$ cat config.mk
export PLATFORM = sky130hd
export DESIGN_NAME = argmin_stream
export DESIGN_NICKNAME = d
export VERILOG_FILES = /design/src/rtl/argmin_pkg.sv /design/src/rtl/argmin_cmp.sv /design/src/rtl/argmin_stream.sv
export SDC_FILE = /design/constraint.sdc
export NUM_CORES = 1
export LEC_CHECK = 0
export CORE_ASPECT_RATIO = 1.4
export CORE_MARGIN = 10
export CORE_UTILIZATION = 51
export DETAILED_ROUTE_END_ITERATION = 8
export HOLD_SLACK_MARGIN = 0.15
export PLACE_DENSITY = 0.83
export REMOVE_ABC_BUFFERS = 1
export SLEW_MARGIN = 20
export SYNTH_ARGS = -nofsm -noshare
export SYNTH_HDL_FRONTEND = slang
export SYNTH_SLANG_ARGS = --single-unit
$ cat constraint.sdc
create_clock -name clk -period 3.6 [get_ports clk]
set_input_delay 0.72 -clock clk [delete_from_list [all_inputs] [get_ports clk]]
set_output_delay 0.72 -clock clk [all_outputs]
set_load 0.01 [all_outputs]
$ cat src/rtl/argmin_pkg.sv
// Shared types and helpers for the streaming argmin finder.
package argmin_pkg;

    typedef logic [1:0] state_t;

    localparam state_t StIdle = 2'd0;
    localparam state_t StAcc  = 2'd1;
    localparam state_t StDone = 2'd2;

    // Widest value the sentinel helper covers; callers slice to their own width.
    localparam int unsigned MaxWidth = 256;

    function automatic logic [MaxWidth-1:0] all_ones();
        return '1;
    endfunction

    // Beat index held at max_n-1 once the frame runs past its nominal length.
    function automatic int unsigned sat_idx(input int unsigned cnt, input int unsigned max_n);
        return (cnt >= max_n - 1) ? max_n - 1 : cnt;
    endfunction

endpackage

$ cat src/rtl/argmin_cmp.sv
// Compare-and-select of the running best against one incoming beat (strict-less, lowest index
// wins ties). Optional per-beat exclusion under ARGMIN_MASK_EN.
module argmin_cmp #(
    parameter int unsigned WIDTH = 8,
    parameter int unsigned IDX_W = 3
) (
    input  logic [WIDTH-1:0] best,
    input  logic [IDX_W-1:0] best_idx,
    input  logic             best_empty,
    input  logic [WIDTH-1:0] beat_data,
    input  logic [IDX_W-1:0] beat_idx,
`ifdef ARGMIN_MASK_EN
    input  logic             beat_mask,
`endif
    output logic [WIDTH-1:0] nxt_best,
    output logic [IDX_W-1:0] nxt_idx,
    output logic             nxt_empty
);

    logic take;

    always_comb begin
`ifdef ARGMIN_MASK_EN
        take      = !beat_mask && (best_empty || (beat_data < best));
        nxt_empty = best_empty && beat_mask;
`else
        take      = best_empty || (beat_data < best);
        nxt_empty = 1'b0;
`endif
        nxt_best = take ? beat_data : best;
        nxt_idx  = take ? beat_idx : best_idx;
    end

endmodule

$ cat src/rtl/argmin_stream.sv
// Streaming min/argmin over valid/ready frames delimited by in_last; result held until accepted.
// Define ARGMIN_MASK_EN to add the in_mask exclusion port and the out_none flag.
module argmin_stream
    import argmin_pkg::*;
#(
    parameter int unsigned WIDTH = 8,
    parameter int unsigned MAX_N = 8,
    parameter int unsigned IDX_W = $clog2(MAX_N)
) (
    input  logic             clk,
    input  logic             rst,
    input  logic             in_valid,
    output logic             in_ready,
    input  logic [WIDTH-1:0] in_data,
    input  logic             in_last,
`ifdef ARGMIN_MASK_EN
    input  logic             in_mask,
`endif
    output logic             out_valid,
    input  logic             out_ready,
    output logic [WIDTH-1:0] out_min,
    output logic [IDX_W-1:0] out_idx,
    output logic             out_none,
    output logic             out_err
);

    // Counter saturates at MAX_N so it can flag overflow without wrapping.
    localparam int unsigned CntW = $clog2(MAX_N + 1);
    localparam logic [MaxWidth-1:0] OnesWide = all_ones();
    localparam logic [WIDTH-1:0] Ones = OnesWide[WIDTH-1:0];

    state_t           state_q, state_d;
    logic             ready_q, ready_d;
    logic [CntW-1:0]  cnt_q, cnt_d;
    logic [WIDTH-1:0] best_q, best_d;
    logic [IDX_W-1:0] idx_q, idx_d;
    logic             err_q, err_d;
    logic             empty_q, empty_d;

    logic             accept;
    logic             fresh;
    logic [IDX_W-1:0] beat_idx;
    logic [WIDTH-1:0] cmp_best;
    logic [IDX_W-1:0] cmp_idx;
    logic             cmp_empty;
    logic [WIDTH-1:0] nxt_best;
    logic [IDX_W-1:0] nxt_idx;
    logic             nxt_empty;

    assign accept   = in_valid && ready_q;
    assign fresh    = (state_q == StIdle);
    assign beat_idx = fresh ? '0 : IDX_W'(sat_idx(32'(cnt_q), MAX_N));

    // A frame opens against an empty, all-ones best so the first eligible beat always loads.
    assign cmp_best  = fresh ? Ones : best_q;
    assign cmp_idx   = fresh ? '0 : idx_q;
`ifdef ARGMIN_MASK_EN
    assign cmp_empty = fresh ? 1'b1 : empty_q;
`else
    assign cmp_empty = fresh;
`endif

    argmin_cmp #(
        .WIDTH (WIDTH),
        .IDX_W (IDX_W)
    ) u_cmp (
        .best       (cmp_best),
        .best_idx   (cmp_idx),
        .best_empty (cmp_empty),
        .beat_data  (in_data),
        .beat_idx   (beat_idx),
`ifdef ARGMIN_MASK_EN
        .beat_mask  (in_mask),
`endif
        .nxt_best   (nxt_best),
        .nxt_idx    (nxt_idx),
        .nxt_empty  (nxt_empty)
    );

    always_comb begin
        state_d = state_q;
        cnt_d   = cnt_q;
        best_d  = best_q;
        idx_d   = idx_q;
        err_d   = err_q;
        empty_d = empty_q;
        unique case (state_q)
            StIdle: if (accept) state_d = in_last ? StDone : StAcc;
            StAcc:  if (accept && in_last) state_d = StDone;
            StDone: if (out_ready) state_d = StIdle;
            default: state_d = StIdle;
        endcase
        if (accept) begin
            best_d  = nxt_best;
            idx_d   = nxt_idx;
            empty_d = nxt_empty;
            if (fresh) begin
                cnt_d = CntW'(1);
                err_d = 1'b0;
            end else begin
                cnt_d = (cnt_q == CntW'(MAX_N)) ? cnt_q : cnt_q + 1'b1;
                err_d = err_q || (cnt_q == CntW'(MAX_N));
            end
        end
        ready_d = (state_d != StDone);
    end

    always_ff @(posedge clk or posedge rst) begin
        if (rst) begin
            state_q <= StIdle;
            ready_q <= 1'b0;
            cnt_q   <= '0;
            best_q  <= '0;
            idx_q   <= '0;
            err_q   <= 1'b0;
            empty_q <= 1'b0;
        end else begin
            state_q <= state_d;
            ready_q <= ready_d;
            cnt_q   <= cnt_d;
            best_q  <= best_d;
            idx_q   <= idx_d;
            err_q   <= err_d;
            empty_q <= empty_d;
        end
    end

    assign in_ready  = ready_q;
    assign out_valid = (state_q == StDone);
    assign out_min   = best_q;
    assign out_idx   = idx_q;
    assign out_err   = err_q;
`ifdef ARGMIN_MASK_EN
    assign out_none  = empty_q;
`else
    assign out_none  = 1'b0;
`endif

endmodule

=== Word-level counts from Yosys, hierarchy flattened ===
Cells that the tools add are included.

* Flip-flop bits (word level): 19
* Input port bits: 13
* Output and inout bits: 15
* Word-level logic and storage cells: 36

* Multiplexer cells: 14
* Reduce and logical (&&, ||, !) cells: 8
* Order comparisons: 2
* Eq/ne operators: 5
* Add/subtract/negate cells: 1

{| class="wikitable"
|+ Operators by type and width
! operator !! count
|-
| 8-bit 2-to-1 mux || 2
|-
| 3-bit 2-to-1 mux || 4
|-
| 8-bit < comparator || 1
|-
| 2-bit 2-to-1 mux || 4
|-
| 4-bit 2-to-1 mux || 2
|-
| 2-bit case mux with 3 select lines || 1
|-
| 4-bit by 1-bit adder with 4-bit output (second input constant) || 1
|-
| 4-bit equality test (second input constant) || 1
|-
| 4-bit by 3-bit greater-or-equal comparator with 1-bit output (second input constant) || 1
|-
| 2-bit inequality test (second input constant) || 2
|-
| 2-bit AND reduction || 2
|-
| 2-bit by 1-bit equality test with 1-bit output (second input constant) || 1
|-
| 2-bit equality test (second input constant) || 1
|-
| 1-bit logical AND || 2
|-
| 2-bit logical NOT || 1
|-
| 1-bit logical OR || 2
|-
| 2-bit nonzero test || 1
|-
| 1-bit 2-to-1 mux || 1
|}

=== Logic depth before layout (Yosys ltp) ===
* Word-level depth: 6
* Mapped depth: 9
* Gate-level depth less buffers: 8

=== Hierarchy ===
From an unflattened synthesis, not the netlist that was laid out.

* Cells, all modules: 144
* Area total of the unflattened synthesis: 1300.0 sq um

{| class="wikitable"
|+ By module, submodules not included
! module !! cells an instance !! area each (sq um) !! sequential area each (sq um) !! times used
|-
| argmin_stream || 105 || 929.6 || 475.5 || 1
|-
| argmin_cmp || 39 || 370.4 || 0.0 || 1
|}

=== Worst setup path before layout ===
Ideal clock, no wire load.

* Path type: register to register
* Start point: register state_q[1]
* End point: register best_q[0] (netlist: out_min[0])
* Clock period less this slack: 2.369 ns
* Library setup time: 0.125 ns
* Slack: 1.231 ns
* Data required time: 3.475 ns
* Path buffers: 1
* Stages on the path, launching flop included: 10
* Data arrival time: 2.244 ns
* Path through: dfrtp_1 nor2_1 clkbuf_1 nor2_1 ha_1 o21a_1 o211ai_1 a31o_2 a21oi_4 mux2_4

* Cells in the longest elaborated chain, start to end: 5

{| class="wikitable"
|+ Ends and longest elaborated chain
! what !! RTL line !! text
|-
| start, declared || argmin_stream.sv:32 || <nowiki>state_t state_q, state_d;</nowiki>
|-
| start signal, assigned || argmin_stream.sv:110 || <nowiki>state_q <= StIdle;</nowiki>
|-
| start signal, assigned || argmin_stream.sv:118 || <nowiki>state_q <= state_d;</nowiki>
|-
| 2-bit logical NOT (*) || argmin_stream.sv:51 || <nowiki>assign fresh = (state_q == StIdle);</nowiki>
|-
| 8-bit 2-to-1 mux || argmin_stream.sv:55 || <nowiki>assign cmp_best = fresh ? Ones : best_q;</nowiki>
|-
| 8-bit < comparator || argmin_cmp.sv:27 || <nowiki>take = best_empty || (beat_data < best);</nowiki>
|-
| 1-bit logical OR || argmin_cmp.sv:27 ||
|-
| 8-bit 2-to-1 mux (*) || argmin_cmp.sv:30 || <nowiki>nxt_best = take ? beat_data : best;</nowiki>
|-
| end signal, assigned || argmin_stream.sv:121 || <nowiki>best_q <= best_d;</nowiki>
|-
| end, declared || argmin_stream.sv:35 || <nowiki>logic [WIDTH-1:0] best_q, best_d;</nowiki>
|}

Mark *: on every way between the ends. The rest lies on a longest branch, timed or not.
A chain may end at the register's enable or synchronous reset.

=== Final worst setup path ===
* Start point: register state_q[1]
* End point: register best_q[7] (netlist: out_min[7])

The elaborated chain is that of the path after synthesis.

==> results.md <==
| Parameter | Reported |
|---|---|
| Result of the run | finished clean |
| Path category of the worst min-delay check | flop to flop |
| Number of inserted diodes | 0 |
| Count of nets left with antenna violations after detail routing | 0 |
| Final RePlAce weighted congestion | 0.742 |
| Launch instance of the worst min-delay path | state_q[1] |
| Post-detailed-placement half-perimeter wirelength | 1880 µm |
| Crit path time final | 2.73 ns |
| Power Dens Cells | 642 nW/µm² |
| Share of the clock period used by the worst path after layout | 75.8% |
| Clk Tree Root Cell | sky130_fd_sc_hd__clkbuf_4 |
| Initial antenna violation count | 0 |
| Fill cell total of the finished layout | 173 |
| First-pass GRT wire length | 4010 µm |
| Clock-pin transition on the worst setup and hold timing paths | 0.10 ns |
| Number of buffers inserted for hold repair after clock tree synthesis | 0 |
| Number of placement rows | 19 |
| Layout net count | 151 |
| CTS sink cnt | 19 |
| Reg-to-reg startpoint | state_q[1] |
| Final setup violating endpoints | 0 |
| Yosys warnings | 0 |
| Post-place setup slack | 0.817 ns |
| Via-per-instance ratio | 5.48 |
| Area added between synthesis and finish | 27.8% |
| Leakage power total | 0.000628 µW |
| Post_cts resized | 0 |
| Number of slew-limit violations in the final report | 0 |
| Number of setup buffers added after CTS | 0 |
| Required time at the worst-slack endpoint | 3.79 ns |
| Fin worst setup slack | 0.872 ns |
| Commonest cells after routing, fill and taps aside | sky130_fd_sc_hd__clkdlybuf4s50_1 (26), sky130_fd_sc_hd__dfrtp_1 (19), sky130_fd_sc_hd__nor2_1 (18) |
| Vias in the first global route | 882 |
| Die X | 58.6 µm |
| Max-Cap Viols | 0 |
| Clock latency at the later pin of the worst-skew pair | 0.29 ns |
| Die Y | 74.1 µm |
| Post-route clock skew | 0.00165 ns |
| Maximum root-to-sink buffer count | 2 |
| Util after Layout | 69.1% |
| IR Drop Worst-Case VDD | 411 µV |
| Cell area after synthesis | 1070 µm² |
| Number of design-rule violations left by the first detailed-router iteration | 6 |
| Number of register bits inferred by synthesis | 19 |
| CTS tree | done |
| IO buf count | 26 |
| Critical Path Fanout Max | 11 |
| Ports | 28 |
| Count of different cell masters after synthesis | 29 |
| Startpoint kind of the worst setup timing path | flop |
| Sum of routed wire length over all layers | 2300 µm |
| Final Hold Vio Count | 0 |
| First element of the critical path | state_q[1] |
| Total congestion overflow after global routing | 0 |
| Flip-flop and latch area | 475 µm² |
| Combined area of the multi-input logic cells | 552 µm² |
| Sequential-to-total area share from yosys stat | 44.6% |
| Area of the placeable core | 1970 µm² |
| Worst slew pin tran | 0.745 ns |
| Most common cell after layout, fill and taps aside | sky130_fd_sc_hd__clkdlybuf4s50_1 |
| Peak Freq | 367 MHz |
| Average wire per cell in the routed design | 15.4 µm |
| Pin count of the biggest net entering global routing | 20 |
| Synthesized area divided by synthesized cell count | 10.6 µm² |
| Effective utilization at floorplan | 54.0% |
| Unrepaired setup endpoints after global routing | no |
| Critical path endpoint category | flop |
| Number of instances in the synthesized netlist | 101 |
| H-tree level count | 1 |
| Length of the first detailed-routing pass in iterations | 4 |
| Worst path arrival time | 2.91 ns |
| Clock buffers created by TritonCTS | 3 |
| Die ar. | 4340 µm² |
| Worst slew margin relative to its limit | 50.2% |
| DRC violation count after routing | 0 |
| Category of the most critical setup path | flop to flop |
| Routed via count | 816 |
| Combined global-route utilization of all metal layers | 11.6% |
| Setup_tns | 0 ns |
| Share of post-route cells with drive strength above 1 | 12.5% |
-- per-stage QoR --
stage	cell area (µm²)	total power, µW	hold WS, ns	std cells
floorplan	1050	593	0.460	98
global placement	1340	759	0.472	145
detailed placement	1340	777	0.486	145
CTS	1360	888	0.502	149
global route	1360	940	0.536	149
finish	1360	875	0.499	149
-- worst max-delay path, cell delays in order (launching register included) --
cell and delay (ns):
sky130_fd_sc_hd__dfrtp_1 0.43, sky130_fd_sc_hd__nor2_1 0.60, sky130_fd_sc_hd__nor2_1 0.09, sky130_fd_sc_hd__ha_1 0.32
sky130_fd_sc_hd__o21a_1 0.12, sky130_fd_sc_hd__o211ai_1 0.08, sky130_fd_sc_hd__a31o_2 0.26, sky130_fd_sc_hd__a21oi_4 0.39
sky130_fd_sc_hd__mux2_4 0.34
-- Yosys cell counts --
cell type / number / area, µm²
sky130_fd_sc_hd__clkbuf_1: 1 / 3.75
sky130_fd_sc_hd__mux2_4: 8 / 120
sky130_fd_sc_hd__a221o_1: 1 / 10.0
sky130_fd_sc_hd__or2_2: 1 / 6.26
sky130_fd_sc_hd__and2_2: 1 / 7.51
sky130_fd_sc_hd__or3b_1: 1 / 8.76
sky130_fd_sc_hd__a211oi_1: 2 / 15.0
sky130_fd_sc_hd__buf_2: 1 / 5.00
sky130_fd_sc_hd__nand3_1: 2 / 10.0
sky130_fd_sc_hd__o2111ai_1: 1 / 8.76
sky130_fd_sc_hd__nor2_1: 18 / 67.6
sky130_fd_sc_hd__nand2b_1: 1 / 6.26
sky130_fd_sc_hd__a31oi_1: 1 / 6.26
sky130_fd_sc_hd__conb_1: 1 / 3.75
sky130_fd_sc_hd__a21oi_4: 1 / 16.3
sky130_fd_sc_hd__a31o_2: 1 / 8.76
sky130_fd_sc_hd__ha_1: 9 / 113
sky130_fd_sc_hd__o211ai_1: 1 / 7.51
sky130_fd_sc_hd__buf_4: 1 / 7.51
sky130_fd_sc_hd__o21ai_0: 4 / 20.0
sky130_fd_sc_hd__o21a_1: 1 / 7.51
sky130_fd_sc_hd__nand2_1: 7 / 26.3
sky130_fd_sc_hd__o2bb2ai_1: 2 / 17.5
sky130_fd_sc_hd__a211oi_4: 1 / 20.0
sky130_fd_sc_hd__inv_1: 6 / 22.5
sky130_fd_sc_hd__a21oi_1: 5 / 25.0
sky130_fd_sc_hd__dfrtp_1: 19 / 475
sky130_fd_sc_hd__o32a_1: 1 / 10.0
sky130_fd_sc_hd__nor3_1: 2 / 10.0
-- path summary, 6_finish.rpt --
kind                               to  slack, ns  depth (start not counted)
max                        out_min[7]       0.87                          8
max in group asynchronous  out_min[6]       2.31                          2
min                        state_q[0]       0.50                          1
min in group asynchronous  out_idx[0]       0.84                          2
max reg2reg                out_min[7]       0.87                          8
min reg2reg                state_q[0]       0.50                          1
-- area by class of cell --
type / count / area share (%)
Sequential cell: 19 / 34.9
Timing Repair Buffer: 26 / 19.1
Multi-Input combinational cell: 73 / 40.5
Clock buffer: 4 / 1.93
Tap cell: 21 / 1.93
Inverter: 6 / 1.65
-- routing by layer --
metal  vias up  part of all wire, %  GRT usage [%]  wire (µm)
met4         0                  1.3           6.14         29
met5         -                    0              0          0
li1        407                    -              -          -
met2        20                   51           18.9       1170
met3         4                  9.2           5.62        211
met1       385                   39           12.0        891
-- cells by family after synthesis --
| kind of cell | count (synthesis) | synth area share [%] |
|---|---|---|
| buf+inv | 9 | 3.64 |
| fa+ha+maj | 9 | 10.6 |
| simple gates | 33 | 13.4 |
| compound gates | 22 | 16.2 |
| mux | 8 | 11.3 |
| flops | 19 | 44.6 |
| other cells | 1 | 0.352 |
-- flip-flops by register name, summed over array words and instances (netlist names) --
name	count
cnt_q	4
in_ready	1
out_err	1
out_idx	3
out_min	8
state_q	2
-- where the power goes --
group	switching [µW]	total, µW	internal, µW	leakage (µW)
clock	63.7	107	43.1	0.0000150
sequential	72.6	358	285	0.000234
combinational	181	411	230	0.000380
total	317	875	558	0.000628
(Power assumes the default switching activity.)
